### src/rtl/dbg_mem_arbiter_if.sv
`default_nettype none
// +----------------------------------------------------------------------------+
// | Module   : dbg_mem_arbiter_if                                              |
// | Purpose  : Single-word memory request/response bus shared by the core,     |
// |            debug master and physical-memory sides of dbg_mem_arbiter.      |
// | Signals  : stb/we/mbe/address/wdata flow master->slave,                    |
// |            rdata/resp flow slave->master.                                  |
// | Revision : 1.0 - initial release                                           |
// +----------------------------------------------------------------------------+
interface dbg_mem_arbiter_if #(
  parameter int S_OFFSET = 2,
  parameter int ADDR_W   = 32
);
  localparam int S_MASK = 2 ** S_OFFSET;
  localparam int S_LINE = 8 * S_MASK;

  logic              stb;
  logic              we;
  logic [S_MASK-1:0] mbe;
  logic [ADDR_W-1:0] address;
  logic [S_LINE-1:0] wdata;
  logic [S_LINE-1:0] rdata;
  logic              resp;

  // Requester side: issues the access and receives the completion.
  modport master (
    output stb, we, mbe, address, wdata,
    input  rdata, resp
  );

  // Responder side: accepts the access and returns the completion.
  modport slave (
    input  stb, we, mbe, address, wdata,
    output rdata, resp
  );
endinterface
`default_nettype wire

### src/rtl/dbg_mem_arbiter.sv
`default_nettype none
// +----------------------------------------------------------------------------+
// | Module   : dbg_mem_arbiter                                                 |
// | Purpose  : Merges the core data port and the debug-module master port onto |
// |            one physical-memory port, one transaction at a time. Ties are   |
// |            round-robin, or always won by debug when DBG_PRIORITY=1. All    |
// |            memory-side request outputs come straight from registers.       |
// | Ports    : clk_i     - clock                                               |
// |            rst_ni    - synchronous active-low reset                        |
// |            cpu       - core requester (slave modport)                      |
// |            dmm       - debug requester (slave modport)                     |
// |            pmem      - physical memory (master modport)                    |
// |            dbg_owner - high while a debug access owns the memory port      |
// | Revision : 1.0 - initial release                                           |
// +----------------------------------------------------------------------------+
module dbg_mem_arbiter #(
  parameter int S_OFFSET     = 2,
  parameter int ADDR_W       = 32,
  parameter bit DBG_PRIORITY = 1'b0
) (
  input  logic              clk_i,
  input  logic              rst_ni,
  dbg_mem_arbiter_if.slave  cpu,
  dbg_mem_arbiter_if.slave  dmm,
  dbg_mem_arbiter_if.master pmem,
  output logic              dbg_owner
);
  localparam int S_MASK = 2 ** S_OFFSET;
  localparam int S_LINE = 8 * S_MASK;

  localparam logic GRANT_CPU = 1'b0;
  localparam logic GRANT_DBG = 1'b1;

  typedef enum logic [1:0] {
    ST_IDLE = 2'd0,
    ST_BUSY = 2'd1,
    ST_DONE = 2'd2
  } state_e;

  state_e            state_q, state_d;
  logic              grant_q, grant_d;
  logic              last_q, last_d;
  logic              stb_q, stb_d;
  logic              we_q, we_d;
  logic [S_MASK-1:0] mbe_q, mbe_d;
  logic [ADDR_W-1:0] addr_q, addr_d;
  logic [S_LINE-1:0] wdata_q, wdata_d;

  logic              pick_dbg;
  logic              busy;
  logic              cpu_sel;
  logic              dbg_sel;

  always_ff @(posedge clk_i) begin
    if (!rst_ni) begin
      state_q <= ST_IDLE;
      grant_q <= GRANT_CPU;
      last_q  <= GRANT_CPU;
      stb_q   <= 1'b0;
      we_q    <= 1'b0;
      mbe_q   <= '0;
      addr_q  <= '0;
      wdata_q <= '0;
    end else begin
      state_q <= state_d;
      grant_q <= grant_d;
      last_q  <= last_d;
      stb_q   <= stb_d;
      we_q    <= we_d;
      mbe_q   <= mbe_d;
      addr_q  <= addr_d;
      wdata_q <= wdata_d;
    end
  end

  always_comb begin
    state_d  = state_q;
    grant_d  = grant_q;
    last_d   = last_q;
    stb_d    = stb_q;
    we_d     = we_q;
    mbe_d    = mbe_q;
    addr_d   = addr_q;
    wdata_d  = wdata_q;
    pick_dbg = 1'b0;

    case (state_q)
      ST_IDLE: begin
        if (cpu.stb || dmm.stb) begin
          // On a tie debug wins if it has priority, or if the core was
          // served last; otherwise the lone requester wins.
          if (cpu.stb && dmm.stb) begin
            pick_dbg = DBG_PRIORITY || (last_q == GRANT_CPU);
          end else begin
            pick_dbg = dmm.stb;
          end
          grant_d = pick_dbg ? GRANT_DBG : GRANT_CPU;
          stb_d   = 1'b1;
          we_d    = pick_dbg ? dmm.we      : cpu.we;
          mbe_d   = pick_dbg ? dmm.mbe     : cpu.mbe;
          addr_d  = pick_dbg ? dmm.address : cpu.address;
          wdata_d = pick_dbg ? dmm.wdata   : cpu.wdata;
          state_d = ST_BUSY;
        end
      end
      ST_BUSY: begin
        // Request fields stay frozen; only the memory completion matters.
        if (pmem.resp) begin
          stb_d   = 1'b0;
          last_d  = grant_q;
          state_d = ST_DONE;
        end
      end
      ST_DONE: begin
        // Turnaround cycle lets the finished requester release its strobe
        // before the next arbitration.
        state_d = ST_IDLE;
      end
      default: begin
        state_d = ST_IDLE;
      end
    endcase
  end

  assign busy    = (state_q == ST_BUSY);
  assign cpu_sel = busy && (grant_q == GRANT_CPU);
  assign dbg_sel = busy && (grant_q == GRANT_DBG);

  assign pmem.stb     = stb_q;
  assign pmem.we      = we_q;
  assign pmem.mbe     = mbe_q;
  assign pmem.address = addr_q;
  assign pmem.wdata   = wdata_q;

  // Completion is forwarded only to the current owner; late or stray
  // memory responses outside BUSY are dropped.
  assign cpu.resp  = pmem.resp && cpu_sel;
  assign dmm.resp  = pmem.resp && dbg_sel;
  assign cpu.rdata = cpu_sel ? pmem.rdata : '0;
  assign dmm.rdata = dbg_sel ? pmem.rdata : '0;

  assign dbg_owner = dbg_sel;
endmodule
`default_nettype wire

### src/flat_wrapper.sv
// flat-port wrapper written by rule: the top's interface ports become plain ports
module dbg_mem_arbiter_flat 
#(
  parameter int S_OFFSET     = 2,
  parameter int ADDR_W       = 32,
  parameter bit DBG_PRIORITY = 1'b0
)
  (clk_i, rst_ni, dbg_owner, cpu_stb, cpu_we, cpu_mbe, cpu_address, cpu_wdata, cpu_rdata, cpu_resp, dmm_stb, dmm_we, dmm_mbe, dmm_address, dmm_wdata, dmm_rdata, dmm_resp, pmem_stb, pmem_we, pmem_mbe, pmem_address, pmem_wdata, pmem_rdata, pmem_resp);
  dbg_mem_arbiter_if #(.S_OFFSET(S_OFFSET), .ADDR_W(ADDR_W)) cpu_i ();
  dbg_mem_arbiter_if #(.S_OFFSET(S_OFFSET), .ADDR_W(ADDR_W)) dmm_i ();
  dbg_mem_arbiter_if #(.S_OFFSET(S_OFFSET), .ADDR_W(ADDR_W)) pmem_i ();
  input  logic clk_i;
  input  logic rst_ni;
  output logic dbg_owner;
  input wire logic [$bits(cpu_i.stb)-1:0] cpu_stb;
  input wire logic [$bits(cpu_i.we)-1:0] cpu_we;
  input wire logic [$bits(cpu_i.mbe)-1:0] cpu_mbe;
  input wire logic [$bits(cpu_i.address)-1:0] cpu_address;
  input wire logic [$bits(cpu_i.wdata)-1:0] cpu_wdata;
  output wire logic [$bits(cpu_i.rdata)-1:0] cpu_rdata;
  output wire logic [$bits(cpu_i.resp)-1:0] cpu_resp;
  input wire logic [$bits(dmm_i.stb)-1:0] dmm_stb;
  input wire logic [$bits(dmm_i.we)-1:0] dmm_we;
  input wire logic [$bits(dmm_i.mbe)-1:0] dmm_mbe;
  input wire logic [$bits(dmm_i.address)-1:0] dmm_address;
  input wire logic [$bits(dmm_i.wdata)-1:0] dmm_wdata;
  output wire logic [$bits(dmm_i.rdata)-1:0] dmm_rdata;
  output wire logic [$bits(dmm_i.resp)-1:0] dmm_resp;
  output wire logic [$bits(pmem_i.stb)-1:0] pmem_stb;
  output wire logic [$bits(pmem_i.we)-1:0] pmem_we;
  output wire logic [$bits(pmem_i.mbe)-1:0] pmem_mbe;
  output wire logic [$bits(pmem_i.address)-1:0] pmem_address;
  output wire logic [$bits(pmem_i.wdata)-1:0] pmem_wdata;
  input wire logic [$bits(pmem_i.rdata)-1:0] pmem_rdata;
  input wire logic [$bits(pmem_i.resp)-1:0] pmem_resp;
  assign cpu_i.stb = cpu_stb;
  assign cpu_i.we = cpu_we;
  assign cpu_i.mbe = cpu_mbe;
  assign cpu_i.address = cpu_address;
  assign cpu_i.wdata = cpu_wdata;
  assign cpu_rdata = cpu_i.rdata;
  assign cpu_resp = cpu_i.resp;
  assign dmm_i.stb = dmm_stb;
  assign dmm_i.we = dmm_we;
  assign dmm_i.mbe = dmm_mbe;
  assign dmm_i.address = dmm_address;
  assign dmm_i.wdata = dmm_wdata;
  assign dmm_rdata = dmm_i.rdata;
  assign dmm_resp = dmm_i.resp;
  assign pmem_stb = pmem_i.stb;
  assign pmem_we = pmem_i.we;
  assign pmem_mbe = pmem_i.mbe;
  assign pmem_address = pmem_i.address;
  assign pmem_wdata = pmem_i.wdata;
  assign pmem_i.rdata = pmem_rdata;
  assign pmem_i.resp = pmem_resp;
  dbg_mem_arbiter #(.S_OFFSET(S_OFFSET), .ADDR_W(ADDR_W), .DBG_PRIORITY(DBG_PRIORITY)) u_core (.clk_i(clk_i), .rst_ni(rst_ni), .cpu(cpu_i), .dmm(dmm_i), .pmem(pmem_i), .dbg_owner(dbg_owner));
endmodule
### config.mk
export PLATFORM = sky130hd
export DESIGN_NAME = dbg_mem_arbiter_flat
export DESIGN_NICKNAME = d
export VERILOG_FILES = /design/src/rtl/dbg_mem_arbiter_if.sv /design/src/rtl/dbg_mem_arbiter.sv /design/src/flat_wrapper.sv
export SDC_FILE = /design/constraint.sdc
export NUM_CORES = 1
export LEC_CHECK = 0
export BUFFER_PORTS_ARGS = -buffer_cell sky130_fd_sc_hd__buf_2
export CORE_MARGIN = 2
export CORE_UTILIZATION = 30
export CTS_CLUSTER_DIAMETER = 50
export DETAILED_ROUTE_END_ITERATION = 8
export PLACE_DENSITY = 0.66
export SYNTH_ARGS = -nofsm -noshare
export SYNTH_HDL_FRONTEND = slang
export SYNTH_SLANG_ARGS = --single-unit
### constraint.sdc
create_clock -name clk_i -period 2.8 [get_ports clk_i]
set_clock_uncertainty 0.05 [all_clocks]
set_input_delay 0.14 -clock clk_i [delete_from_list [all_inputs] [get_ports clk_i]]
set_output_delay 0.14 -clock clk_i [all_outputs]
set_load 0.005 [all_outputs]
==> results of run 1 <==
-- Yosys cell counts --
cell type / instances
and3b_1: 1
o21a_1: 1
or2_1: 1
clkbuf_1: 39
nand3b_1: 1
nor2_2: 1
a21boi_2: 1
buf_1: 1
buf_2: 2
nand3_1: 1
a22oi_1: 2
a311oi_2: 69
buf_4: 1
and2_1: 66
nand2b_1: 1
and2_4: 1
a21oi_1: 70
inv_2: 1
a21bo_1: 2
buf_6: 9
nor2_1: 5
nand2_1: 138
dfxtp_1: 74
-- final cells by class --
type                    count  area, sq um
fillers                  1391         7590
diodes                      3         7.51
flip-flops and latches     74         1480
repair buffers            324         1680
inverters                   1         5.00
clock inverters             6         90.1
clock buffers              10          239
well taps                 180          225
multi-input cells         361         2450
-- state kept, by name (all words and copies together), names as in the netlist --
| register | flops |
|---|---|
| u_core.pmem.address | 32 |
| u_core.pmem.wdata | 32 |
| u_core.pmem.mbe | 4 |
| u_core.state_q | 2 |
| u_core.grant_q | 1 |
| u_core.last_q | 1 |
| u_core.pmem.stb | 1 |
| u_core.pmem.we | 1 |
-- layer usage --
| metal | vias up | global-route usage [%] |
|---|---|---|
| met5 | - | 0 |
| met4 | 0 | 8.26 |
| met3 | 20 | 4.93 |
| met2 | 203 | 37.6 |
| met1 | 2181 | 20.9 |
| li1 | 2281 | - |
-- cell families after synthesis --
family	count (synthesis)	synth area share, %
AND/OR/NAND/NOR	216	23.8
AO/OA/AOI/OAI	145	34.3
flip-flops	74	35.3
buffers and inverters	53	6.51
-- worst max path at each step --
stage                              endpoint  slack (ns)  cells after the start
floorplan           u_core.pmem.address[23]        1.48                      4
global placement       u_core.pmem.wdata[3]        1.09                      4
detailed placement    u_core.pmem.wdata[16]        1.05                      4
CTS                           dmm_rdata[16]        0.75                      3
global route                  dmm_rdata[20]        0.61                      3
finish                         dmm_rdata[5]        0.76                      3
-- critical path, delay by kind of cell, from the launching register on --
family	cells	cell delay, ns
flip-flops	1	0.40
buffers and inverters	1	0.11
AND/OR/NAND/NOR	2	1.01
-- power breakdown --
group          internal, mW  switching (mW)
Sequential             1.17          0.0606
Clock                 0.804           0.454
Combinational         0.408           0.477
==> impl_metrics.yaml, run 1 <==
die:
  ioPinCount: 312
  num_rows: 43
  core_sq_um: 13800
  die_w_um: 122
  die_area_sq_um: 14900
  start_util_pct: 30.4
  die_h_um: 122
power_and_ir_drop:
  ir_drop_v: 0.000334
  power_mw: 3.38
  power.density_nw_per_um2: 547
  p_leak_nw: 3.03
timing:
  fmax_ghz: 0.490
  hold_viol: 0
  fin_ws_ns: 0.759
  period_share_pct: 72.9
  slew_headroom_pct: 40.6
  drv_slew: 0
  tightest_slew_ns: 0.891
  finalSetupTns_ns: 0
  period_minus_slack_ns: 2.04
  rsz0062_at_grt: "false"
  holdWs_ns: 0.0452
  finalSetupViolCount: 0
clock_network:
  cts.sinks: 74
  clock_path_buffers: 2
  holdBufCountCts: 1
  clockRootBuffer: "clkbuf_16"
  numCtsBuffers: 9
  clk_pin_slew_ns: 0.06
  post_cts_buffers: 0
  htree_levels: 3
  insertion_delay_ns: 0.32
  cts_resized: 0
  cts_tree: "built"
setup_path:
  critPathMaxStageDelay_ns: 0.78
  r2r_end: "u_core.pmem.address[23]"
  regToRegSetupSlack_ns: 1.06
  cp_cell_sequence: "and3b_1, and2_1, buf_2"
  r2r_start: "u_core.state_q[1]"
  critPathKind: "flop to primary output"
  required_ns: 2.61
  ff2ff_path_depth: 4
  crit_start: "u_core.state_q[0]"
  arrival_ns: 1.85
  slowest_stage: "and3b_1"
  worstPathMaxFanout: 35
  worstSetupStartpointType: "flop"
  cp-end-kind: "primary output"
global_route:
  grt_pass1_vias: 4434
  antenna_found_initial: 3
  grt-ovfl-total: 0
  grt_pass1_wl_mm: 22.9
  grt_start_max_net_pins: 73
  grt_use_total_pct: 19.9
yosys:
  synth_cell_types: 23
  syn_nets: 663
  synth-seq-cells: 74
  synth_top_cell_area_share_pct: 35.3
  synth_top_area_cell: "dfxtp_1"
  ys_seq_area_share_pct: 35.3
  syn_inst: 488
  netlist_area_sq_um: 4190
  ys.warnings.count: 0
  avgSynthCellArea_sq_um: 8.59
  synth.area.top_cells: "dfxtp_1, a311oi_2, nand2_1, and2_1, a21oi_1"
drt:
  wl_per_cell_um: 16.4
  drt_first_iter_violations: 196
  first_pass_iters: 6
  vias: 4685
  drtAntennaViolNets: 0
  wl_met2_mm: 8.32
  avgViaCountPerCell: 4.89
  met1_length_mm: 5.84
  drc: 0
  wirelength_mm: 15.7
  topRoutingLayerUsed: "met4"
  route.met3.wl_mm: 1.16
layout:
  final_cell_mix: "buf_2, nand2_1, dfxtp_1"
  nNetsFinal: 946
  drive_gt1_share_pct: 53.4
  syn2layout_area_growth_pct: 47.4
  layout_commonest_cell: "buf_2"
  final_cells: 959
  fin_util_pct: 44.9
  stdcell_area_sq_um: 6180
hold_path:
  hold_path.startpoint: "cpu_wdata[9]"
  min_to: "u_core.pmem.wdata[9]"
  worstHoldPathType: "input port to flop"
  holdPathStages: 3
place:
  preCtsSetupSlack_ns: 1.05
  io_buffers: 311
  dp_cells: 939
  detailed_place.area_sq_um: 5830
  gp_congestion: 0.821
  dp_hpwl_mm: 11.5
flow_run:
  cap_violations: 0
outcome:
  status: "finished clean"
Power figures use the tool's default switching activity.
==> run 2, diff against run 1 <==
- PLACE_DENSITY: 0.66 -> 0.68
- clock period: 2.8 -> 1.75 ns (I/O delays scaled with it)
==> run 2 against run 1 <==
Net effect:
- combinational power increased by 93%
- count of clock-buffer cells in the layout stayed put
- total power grew 67%
- register-to-register slack lost 0.73 ns
- global-route usage grew 2.6 points
- design area grew 22%
- non-clock buffer count up 130
- clock power grew 54%
- sequential power up 61%
- wire length grew 9.9%
- sequential share of layout area shrank 4.3 points
- largest cell class is now buffers
==> impl_metrics.yaml, run 2 (synthesis gave the netlist of run 1 again) <==
power_and_ir_drop:
  power.internal_mw: 3.99
  ir_drop_v: 0.000468
  pwr-share-clk_pct: 34.4
  power_frac_comb_pct: 30.4
  netSwitchingFraction_pct: 29.1
  p_leak_nw: 3.60
  pwr-share-seq_pct: 35.2
  power_switching_mw: 1.64
  power.density_nw_per_um2: 747
flow_run:
  cap_violations: 0
setup_path:
  ff2ff_path_depth: 4
  crit_end: "cpu_rdata[6]"
  crit_start: "u_core.state_q[1]"
  worstPathMaxFanout: 33
  slowest_stage: "dfxtp_1"
  arrival_ns: 1.51
  cp-end-kind: "primary output"
  regToRegSetupSlack_ns: 0.33
  worstSetupStartpointType: "flop"
  r2r_start: "u_core.state_q[1]"
  r2r_end: "u_core.pmem.wdata[9]"
  critPathMaxStageDelay_ns: 0.34
  cp_cell_sequence: "nand2b_1, nor2_1, buf_6, and2_1, buf_2"
  required_ns: 1.61
  critPathKind: "flop to primary output"
clock_network:
  numCtsBuffers: 9
  insertion_delay_ns: 0.33
  htree_levels: 3
  clock_path_buffers: 2
  post_cts_buffers: 0
  clockRootBuffer: "clkbuf_16"
  cts.sinks: 74
  clk_pin_slew_ns: 0.06
  cts_tree: "built"
outcome:
  status: "finished clean"
drt:
  drtAntennaViolNets: 0
  vias: 5396
  avgViaCountPerCell: 4.97
  wirelength_mm: 17.3
  drc: 0
  wl_per_cell_um: 15.9
  drt_first_iter_violations: 319
  first_pass_iters: 5
die:
  die_area_sq_um: 14900
  die_h_um: 122
  core_sq_um: 13800
  start_util_pct: 30.4
  ioPinCount: 312
  die_w_um: 122
  num_rows: 43
place:
  dp_cells: 940
  io_buffers: 311
  gp_congestion: 0.774
  detailed_place.area_sq_um: 5920
  dp_hpwl_mm: 10.0
global_route:
  grt-ovfl-total: 0
  grt_start_max_net_pins: 73
  grt_pass1_vias: 5221
  grt_use_total_pct: 22.5
  grt_pass1_wl_mm: 26.6
  antenna_found_initial: 0
layout:
  register_area_sq_um: 1480
  multi_input_area_sq_um: 2450
  final_cells: 1085
  fillers: 1186
  n_antenna_cell: 0
  final_cell_mix: "buf_2, nand2_1, dlygate4sd3_1"
  drive_gt1_share_pct: 45.6
  stdcell_area_sq_um: 7530
  nNetsFinal: 1076
  syn2layout_area_growth_pct: 79.7
  layout_commonest_cell: "buf_2"
timing:
  finalSetupTns_ns: 0
  drv_slew: 0
  hold_viol: 0
  period_share_pct: 94.3
  rsz0062_at_grt: "false"
  tightest_slew_ns: 0.581
  holdWs_ns: 0.0242
  slew_headroom_pct: 61.3
  period_minus_slack_ns: 1.65
  finalSetupViolCount: 0
  fmax_ghz: 0.606
hold_path:
  worstHoldPathType: "input port to flop"
run 2: repair_timing:
action | in CTS | in global routing
resized for setup | 0 | 2
hold buffers | 130 | 0
endpoints found under the hold margin | 71 | 0
setup endpoints to repair | 0 | 8
run 2: power by group through the flow:
stage / registers (mW) / clock network [mW] / logic (mW)
after global placement: 2.01 / 0 / 1.44
after detailed placement: 2.01 / 0 / 1.45
after CTS: 1.98 / 2.00 / 1.67
final: 1.98 / 1.94 / 1.71
after global routing: 2.00 / 2.07 / 1.85
after floorplan: 2.02 / 0 / 0.819
run 2: stage by stage:
| stage | setup slack [ns] | total power [mW] | utilization, % |
|---|---|---|---|
| floorplan | 0.433 | 2.84 | - |
| global placement | 0.409 | 3.45 | 43.0 |
| detailed placement | 0.367 | 3.46 | 43.0 |
| CTS | 0.0766 | 5.65 | 54.7 |
| global route | 0.00850 | 5.92 | 54.7 |
| finish | 0.0998 | 5.63 | 54.7 |
run 2: area by class of cell:
cell class                      instances  share of cell area, %
Clock buffer                           10                   3.04
Clock inverter                          5                   1.06
Inverter                                1                 0.0664
Multi-Input combinational cell        361                   32.5
Sequential cell                        74                   19.7
Tap cell                              180                   2.99
Timing Repair Buffer                  454                   40.7
run 2: per-layer routing:
metal / GRT usage (%) / part of all wire, %
met5: 0 / 0
met4: 10.4 / 3.6
met3: 5.90 / 9.5
met2: 38.2 / 48
met1: 26.5 / 39
run 2: worst min-delay path by stage:
stage | start | to | slack, ns | cells after the start
floorplan | rst_ni | u_core.state_q[0] | 0.15 | 1
detailed placement | rst_ni | u_core.state_q[0] | 0.28 | 2
global route | cpu_wdata[18] | u_core.pmem.wdata[18] | 0.02 | 3
global placement | rst_ni | u_core.state_q[0] | 0.28 | 2
finish | dmm_address[18] | u_core.pmem.address[18] | 0.02 | 3
CTS | cpu_wdata[18] | u_core.pmem.wdata[18] | 0.005 | 3
run 2: worst max-delay path, delay by kind of cell, from the launching register on:
| kind | cells | cell delay [ns] |
|---|---|---|
| DFF | 1 | 0.34 |
| buffers and inverters | 2 | 0.34 |
| and+or+nand+nor | 3 | 0.48 |
